**config.mk**
```make
export PLATFORM = sky130hd
export DESIGN_NAME = key_cond
export DESIGN_NICKNAME = d
export VERILOG_FILES = /design/src/rtl/hx_key_pkg.sv /design/src/rtl/debounce_cell.sv /design/src/rtl/key_cond.sv
export SDC_FILE = /design/constraint.sdc
export NUM_CORES = 1
export LEC_CHECK = 0
export BUFFER_PORTS_ARGS = -buffer_cell sky130_fd_sc_hd__buf_2
export CAP_MARGIN = 10
export CORE_MARGIN = 5
export CORE_UTILIZATION = 44
export CTS_CLUSTER_SIZE = 40
export DETAILED_ROUTE_END_ITERATION = 8
export GPL_ROUTABILITY_DRIVEN = 0
export MAX_ROUTING_LAYER = met4
export SKIP_LAST_GASP = 1
export SLEW_MARGIN = 20
export SYNTH_ARGS = -nofsm -noshare
export SYNTH_HDL_FRONTEND = slang
export SYNTH_SLANG_ARGS = --single-unit
```
**constraint.sdc**
```tcl
create_clock -name CLK_50 -period 3.3 [get_ports CLK_50]
set_input_delay 0.495 -clock CLK_50 [delete_from_list [all_inputs] [get_ports CLK_50]]
set_output_delay 0.495 -clock CLK_50 [all_outputs]
set_load 0.01 [all_outputs]
```
**src/rtl/hx_key_pkg.sv**
```systemverilog
// hx_key_pkg: key indices, key polarity and debounce constants shared by key_cond,
// the counter top-level and its bench.
package hx_key_pkg;
   localparam int   KEY_EN_IDX   = 2;
   localparam int   KEY_LOAD_IDX = 1;
   localparam int   KEY_RST_IDX  = 0;
   localparam logic KEY_PRESSED  = 1'b0;
   localparam int   DEB_20MS_50M = 1_000_000;
   function automatic int deb_cnt_w(input int cycles);
      return (cycles <= 1) ? 1 : $clog2(cycles);
   endfunction
endpackage

```
**src/rtl/debounce_cell.sv**
```systemverilog
// debounce_cell: 2-FF synchronizer plus counter debouncer for one active-low key,
// with registered press/release pulses.
module debounce_cell
   import hx_key_pkg::*;
#(
   parameter int DEB_CYCLES = DEB_20MS_50M
) (
   input  logic clk_i,
   input  logic rst_ni,
   input  logic key_i,
   output logic stable_o,
   output logic press_o,
   output logic release_o,
   output logic press_evt_o
);
   localparam int            CW      = deb_cnt_w(DEB_CYCLES);
   localparam logic [CW-1:0] CNT_MAX = CW'(DEB_CYCLES - 1);
   logic          s1_q, s2_q, stable_q, stable_d, press_q, press_d, rel_q, rel_d, accept;
   logic [CW-1:0] cnt_q, cnt_d;
   // accept fires on the edge that completes DEB_CYCLES consecutive mismatching samples
   always_comb begin
      accept   = (s2_q != stable_q) && (cnt_q == CNT_MAX);
      cnt_d    = (s2_q == stable_q || accept) ? '0 : cnt_q + CW'(1);
      stable_d = accept ? s2_q : stable_q;
      press_d  = accept && (s2_q == KEY_PRESSED);
      rel_d    = accept && (s2_q != KEY_PRESSED);
   end
   always_ff @(posedge clk_i or negedge rst_ni) begin
      if (!rst_ni) begin
         s1_q     <= 1'b1;
         s2_q     <= 1'b1;
         stable_q <= 1'b1;
         cnt_q    <= '0;
         press_q  <= 1'b0;
         rel_q    <= 1'b0;
      end else begin
         s1_q     <= key_i;
         s2_q     <= s1_q;
         stable_q <= stable_d;
         cnt_q    <= cnt_d;
         press_q  <= press_d;
         rel_q    <= rel_d;
      end
   end
   assign stable_o    = stable_q;
   assign press_o     = press_q;
   assign release_o   = rel_q;
   assign press_evt_o = press_d;
endmodule

```
**src/rtl/key_cond.sv**
```systemverilog
// key_cond: conditions three raw pushbuttons into debounced levels, press/release
// pulses and the KEY bus of the counter stage, with KEY[2] as a press-toggled enable.
module key_cond
   import hx_key_pkg::*;
#(
   parameter int DEB_CYCLES = DEB_20MS_50M
) (
   input  logic       CLK_50,
   input  logic       RST_N,
   input  logic [2:0] KEY_IN,
   output logic [2:0] KEY_OUT,
   output logic [2:0] STABLE,
   output logic [2:0] PRESS,
   output logic [2:0] RELEASE
);
   logic [2:0] press_evt;
   logic       en_q, en_d;
   genvar i;
   for (i = 0; i < 3; i++) begin : g_key
      debounce_cell #(.DEB_CYCLES(DEB_CYCLES)) u_cell (
         .clk_i      (CLK_50),
         .rst_ni     (RST_N),
         .key_i      (KEY_IN[i]),
         .stable_o   (STABLE[i]),
         .press_o    (PRESS[i]),
         .release_o  (RELEASE[i]),
         .press_evt_o(press_evt[i])
      );
   end
   // toggle on the same edge that registers PRESS[2]
   assign en_d = en_q ^ press_evt[KEY_EN_IDX];
   always_ff @(posedge CLK_50 or negedge RST_N) begin
      if (!RST_N) en_q <= 1'b0;
      else        en_q <= en_d;
   end
   assign KEY_OUT[KEY_EN_IDX]   = en_q;
   assign KEY_OUT[KEY_LOAD_IDX] = STABLE[KEY_LOAD_IDX];
   assign KEY_OUT[KEY_RST_IDX]  = STABLE[KEY_RST_IDX];
endmodule

```
Yosys cells after proc, flatten, opt, wreduce, memory -nomap -nowiden. Index checks and enable logic that the tools add are counted.

RAM bits: 0. Output and inout bits: 12. Memories kept: 0. Latch bits: 0. ROM bits: 0. Word-level logic and storage cells: 50. Flip-flop bits (word level): 76. Bits of input ports: 5.

Multipliers: 0. Reduce and logical (&&, ||, !) cells: 12. Div/mod/pow operators: 0. Shifts and indexed selects: 0. Mux-type cells: 3. Equal/unequal tests: 9. Bitwise gates (word level): 4. Magnitude comparators: 0. $add $sub $neg: 3.

Operators by type and width (number): adder 20 x 1 -> 20 bit (second input constant) (3); equality test 20 bit (second input constant) (3); two-way mux 20 bit (3); logical AND 1 bit (9); equality test 1 bit (3); logical OR 1 bit (3); != test 1 bit (3); inverter 1 bit (3); bitwise XOR 1 bit (1).

Longest topological paths before layout.
Depth in word-level cells: 4. Mapped depth: 7. Gate-level depth less buffers: 5.

Cells and area by module. From an unflattened synthesis, not the netlist that was laid out.

Cells, all modules: 332. Area total of the unflattened synthesis: 3532.1 µm².

By module, submodules not included: debounce_cell (cells an instance 109, instances 3, sequential area each 629.4 µm², area an instance 1158.6 µm²); key_cond (cells an instance 5, instances 1, sequential area each 25.0 µm², area an instance 56.3 µm²).

Worst setup path after synthesis. No wires, ideal clock.

Path kind: register to register. Start point: register g_key[0].u_cell.cnt_q[0]. End point: register g_key[0].u_cell.cnt_q[18]. Arrival time: 1905 ps. Setup slack: 1317 ps. Stages on the path, launching flop included: 7. Data required time: 3222 ps. Clock period less this slack: 1983 ps. Library setup time: 78 ps. Buffers on the path: 1. Cells stage by stage: dfrtp_1 -> ha_1 -> nand2_1 -> or4_1 -> buf_2 -> or4_1 -> a21oi_1.

Word-level cells in the longest chain between the ends: 4. Elaborated cells between the ends (all ways): 5. Those cells by class: add/sub (1); eq/ne (1); mux (1); reduce/logical (2).

RTL lines: from (decl) (RTL line debounce_cell.sv:19) `logic [CW-1:0] cnt_q, cnt_d;`; from (signal assigned) (RTL line debounce_cell.sv:40) `cnt_q <= cnt_d;`; branches (longest 3 deep; another with adder 20 x 1 -> 20 bit); two-way mux 20 bit * (RTL line debounce_cell.sv:23) `cnt_d = (s2_q == stable_q || accept) ? '0 : cnt_q + CW'(1);`; net g_key[0].u_cell.cnt_d[18] (RTL line debounce_cell.sv:19).

Mark *: on every way through the listed nets, which the timed path passes. A chain may end at the register's enable or synchronous reset.

Final worst setup path. Ends and elaborated chain as after synthesis.

==> run metrics <==
status=finished clean; count of antenna-violating nets left after detailed routing=0; Via Count=2603; Worst Max-Slew Pin Slew=0.9273 ns; TritonRoute pass-1 iters=4; count of mapped cells out of synthesis=361; grt ovf=0; cell count of the worst reg-to-reg path=5; final-layout setup total negative slack=0 ns; P_int=1.391 mW; maximum number of pins on one net before global-route repair=77; number of I/O pins=17; Starting Density=about 45%; number of library cell types mapped by synthesis=35; Synth Cell Area=between 0.003 and 0.004 mm^2; element type at the critical path start=register; clock net sink count=76; RSZ-0062 raised after global routing=false; global-route wire length before repair=around 12000 um; leakage power=1.634 nW; DRC violations left=0; part of the total power dissipated in sequential elements=53.1%; post-route clock skew=0.01338 ns; count of maximum capacitance violations=0; share of the synthesized area in the top cell type=45.92%; setup slack on the worst flop-to-flop path=between 1 and 1.5 ns; headroom to the max-slew limit=38.18%; min setup slack post-route=~1.2 ns; prevailing post-synth register cell=sky130_fd_sc_hd__dfrtp_1; total design power=1.805 mW; Initial DRC Count=87; clock share of power=43.9%; power share of the combinational group=around 3.0%; #FFs+latches synth=76; clock root buffer master=sky130_fd_sc_hd__clkbuf_8; kind of end point of the critical path=register; number of enable flip-flop cells after synthesis=0; filler cell count=746; overall die width=between 100 and 150 um; placed wire-length estimate=about 4600 um; post-layout min period=2.149 ns; number of diodes=0; Switching Power=413.9 uW; startpoint of the worst setup timing path=g_key[0].u_cell.cnt_q[0]$_DFF_PN0_; capture point of the critical path=g_key[0].u_cell.cnt_q[18]$_DFF_PN0_; number of nets in the layout=376; most repeated cell in the gate-level netlist after synthesis=sky130_fd_sc_hd__dfrtp_1; post-synthesis sequential area ratio=between 50% and 60%; Max Buffers Root-to-Sink=2; worst voltage drop across the vdd grid=slightly below 0.2 mV; placeable core region=around 0.008 mm^2; share of post-route cells with drive strength above 1=between 10% and 20%; via count of the first global-routing pass=2639; Die Y=101.1 um; clock tree from TritonCTS=built; Final Hold Vio Count=0; final setup vio count=0; CTS H-tree depth=3; TritonCTS buffer count=9; post-synthesis async set-or-reset flop share=100.0%; average routed wire per standard cell=14.31 um; Largest stage delay, worst path=about 0.64 ns; row count=33; Post-Syn Area per Cell=10.11 um^2; Worst R2R End=g_key[0].u_cell.cnt_q[18]$_DFF_PN0_; total track usage=15.41%; most area-consuming cells after synthesis=sky130_fd_sc_hd__dfrtp_1 (46%), sky130_fd_sc_hd__dfstp_2 (6.5%), sky130_fd_sc_hd__xor2_1 (4.8%); Hold Worst Slack=0.2269 ns; CTS clock-pin slew for the worst setup and hold paths=approximately 0.090 ns; cell seen most often among critical-path stages=sky130_fd_sc_hd__or4_1; Area after DPL=~0.0037 mm^2; Synthesized Nets=369; number of cells traversed by the worst hold path=1; cells resized by post-CTS repair=0; Fmax=465.4 MHz; total wire length=6838 um; count of pins over their slew limit=0; Critical Path Slowest Stage Cell=sky130_fd_sc_hd__or4_1; source of the worst register-to-register timing path=g_key[0].u_cell.cnt_q[0]$_DFF_PN0_; final design area excluding fillers=0.003970 mm^2; CP max FO=7; Post-Place Setup Slack=1.177 ns; Post-CTS Setup Inserts=0; worst min-delay path class=input pin to register; Clock Latency Late Sink=0.35 ns; cells along the critical path=ha_1 > nand2_1 > or4_1 > or4_1 > a21oi_1; drt via density=~5.4; layout overhead on the synthesized area=8.739%; Critical Path AT=2.43 ns; power density cells=454.7 mW/mm^2; floorplan die area=roughly 0.01 mm^2; count of warnings emitted by yosys=0; number of buffers added on ports=16; critical path class=register to register; switching share of total power=~23%; Commonest cells post-synth=sky130_fd_sc_hd__dfrtp_1 (67), sky130_fd_sc_hd__nor2_1 (37), sky130_fd_sc_hd__nand2_1 (26); number of hold buffers added after cts=0; Data required, critical path=3.58 ns; final worst path period share=65.11%; cell taking the most area after synthesis=sky130_fd_sc_hd__dfrtp_1; number of antenna violations at the first check in global routing=0
## worst max-delay path, delay by kind of cell (launching register included)
family	cells	cell delay (ns)
adder cells (fa/ha/maj)	1	0.25
AO/OA/AOI/OAI	1	0.15
AND/OR/NAND/NOR	3	1.26
flip-flops	1	0.42
## power groups by stage
stage               logic, mW  registers [mW]  clock network (mW)
CTS                    0.0565           0.959               0.818
global placement       0.0561           0.976                   0
global route           0.0638           0.962               0.848
detailed placement     0.0562           0.977                   0
floorplan              0.0264           0.975                   0
finish                 0.0540           0.959               0.792
## layout make-up
| cell class | instances | area (um^2) | area share [%] |
|---|---|---|---|
| clock buffers | 9 | 123.9 | 3.120 |
| clock inverters | 7 | 97.59 | 2.458 |
| inverters | 8 | 30.03 | 0.7564 |
| multi-input cells | 255 | 1577 | 39.71 |
| flip-flops and latches | 76 | 1913 | 48.19 |
| well taps | 105 | 131.4 | 3.309 |
| repair buffers | 18 | 97.59 | 2.458 |
## logic make-up after synthesis
family	count (synthesis)	share of synthesized area, %
fa+ha+maj	3	1.028
buf+inv	30	4.421
compound gates	45	7.231
flops	76	52.40
simple gates	167	25.12
xor+xnor	37	8.876
mux	3	0.9252
## layout by cell type (no fill, tap or decap), types with 2 or more instances in the layout
| cell type | synthesis | layout |
|---|---|---|
| sky130_fd_sc_hd__dfrtp_1 | 67 | 67 |
| sky130_fd_sc_hd__nor2_1 | 37 | 37 |
| sky130_fd_sc_hd__nand2_1 | 26 | 26 |
| sky130_fd_sc_hd__nand3_1 | 25 | 25 |
| sky130_fd_sc_hd__a21oi_1 | 21 | 21 |
| sky130_fd_sc_hd__xor2_1 | 20 | 20 |
| sky130_fd_sc_hd__xnor2_1 | 17 | 17 |
| sky130_fd_sc_hd__or3_1 | 15 | 15 |
| sky130_fd_sc_hd__buf_2 | 2 | 15 |
| sky130_fd_sc_hd__o21ai_0 | 14 | 14 |
| sky130_fd_sc_hd__or4_1 | 10 | 10 |
| sky130_fd_sc_hd__nand4_1 | 9 | 9 |
| sky130_fd_sc_hd__and3_1 | 9 | 9 |
| sky130_fd_sc_hd__clkbuf_8 | 0 | 9 |
| sky130_fd_sc_hd__dfstp_2 | 9 | 9 |
| sky130_fd_sc_hd__inv_1 | 8 | 8 |
| sky130_fd_sc_hd__nor4_1 | 7 | 7 |
| sky130_fd_sc_hd__o31ai_1 | 6 | 6 |
| sky130_fd_sc_hd__nor3_1 | 6 | 6 |
| sky130_fd_sc_hd__and4_1 | 5 | 5 |
| sky130_fd_sc_hd__nor3b_1 | 5 | 5 |
| sky130_fd_sc_hd__and2_1 | 4 | 4 |
| sky130_fd_sc_hd__nor4b_1 | 3 | 3 |
| sky130_fd_sc_hd__nand4b_1 | 3 | 3 |
| sky130_fd_sc_hd__mux2_2 | 3 | 3 |
| sky130_fd_sc_hd__ha_1 | 3 | 3 |
| sky130_fd_sc_hd__buf_4 | 12 | 3 |
| sky130_fd_sc_hd__o31ai_2 | 2 | 2 |
| sky130_fd_sc_hd__inv_6 | 0 | 2 |
| sky130_fd_sc_hd__bufinv_16 | 0 | 2 |
| sky130_fd_sc_hd__clkinvlp_4 | 0 | 2 |
## state kept, by name, summed over array words and instances (netlist names)
signal and flops:
g_key.u_cell.press_o 3, g_key.u_cell.s1_q 3, g_key.u_cell.release_o 3, g_key.u_cell.cnt_q 60, en_q 1, g_key.u_cell.stable_o 3, g_key.u_cell.s2_q 3
## per-stage QoR
step           util [%]  cells
3_5_place_dp      46.09    462
4_1_cts           48.81    478
6_report          48.81    478
3_3_place_gp      46.09    462
5_1_grt           48.81    478
2_1_floorplan         -    361
## layer usage
layer	GRT usage [%]	routed length (um)	up-vias
met5	-	0	-
met4	6.135	136	0
met3	5.052	302	13
met2	22.33	3051	38
met1	19.96	3347	1268
li1	-	-	1284
## worst min-delay path by stage
stage	slack [ns]	to	startpoint
6_report	0.23	g_key[0].u_cell.s1_q$_DFF_PN1_	KEY_IN[0]
3_5_place_dp	0.35	g_key[0].u_cell.s2_q$_DFF_PN1_	g_key[0].u_cell.s1_q$_DFF_PN1_
5_1_grt	0.20	g_key[0].u_cell.s1_q$_DFF_PN1_	KEY_IN[0]
2_1_floorplan	0.20	en_q$_DFF_PN0_	RST_N
3_3_place_gp	0.35	g_key[1].u_cell.s2_q$_DFF_PN1_	g_key[1].u_cell.s1_q$_DFF_PN1_
4_1_cts	0.21	g_key[0].u_cell.s1_q$_DFF_PN1_	KEY_IN[0]
Power figures use the tool's default switching activity.
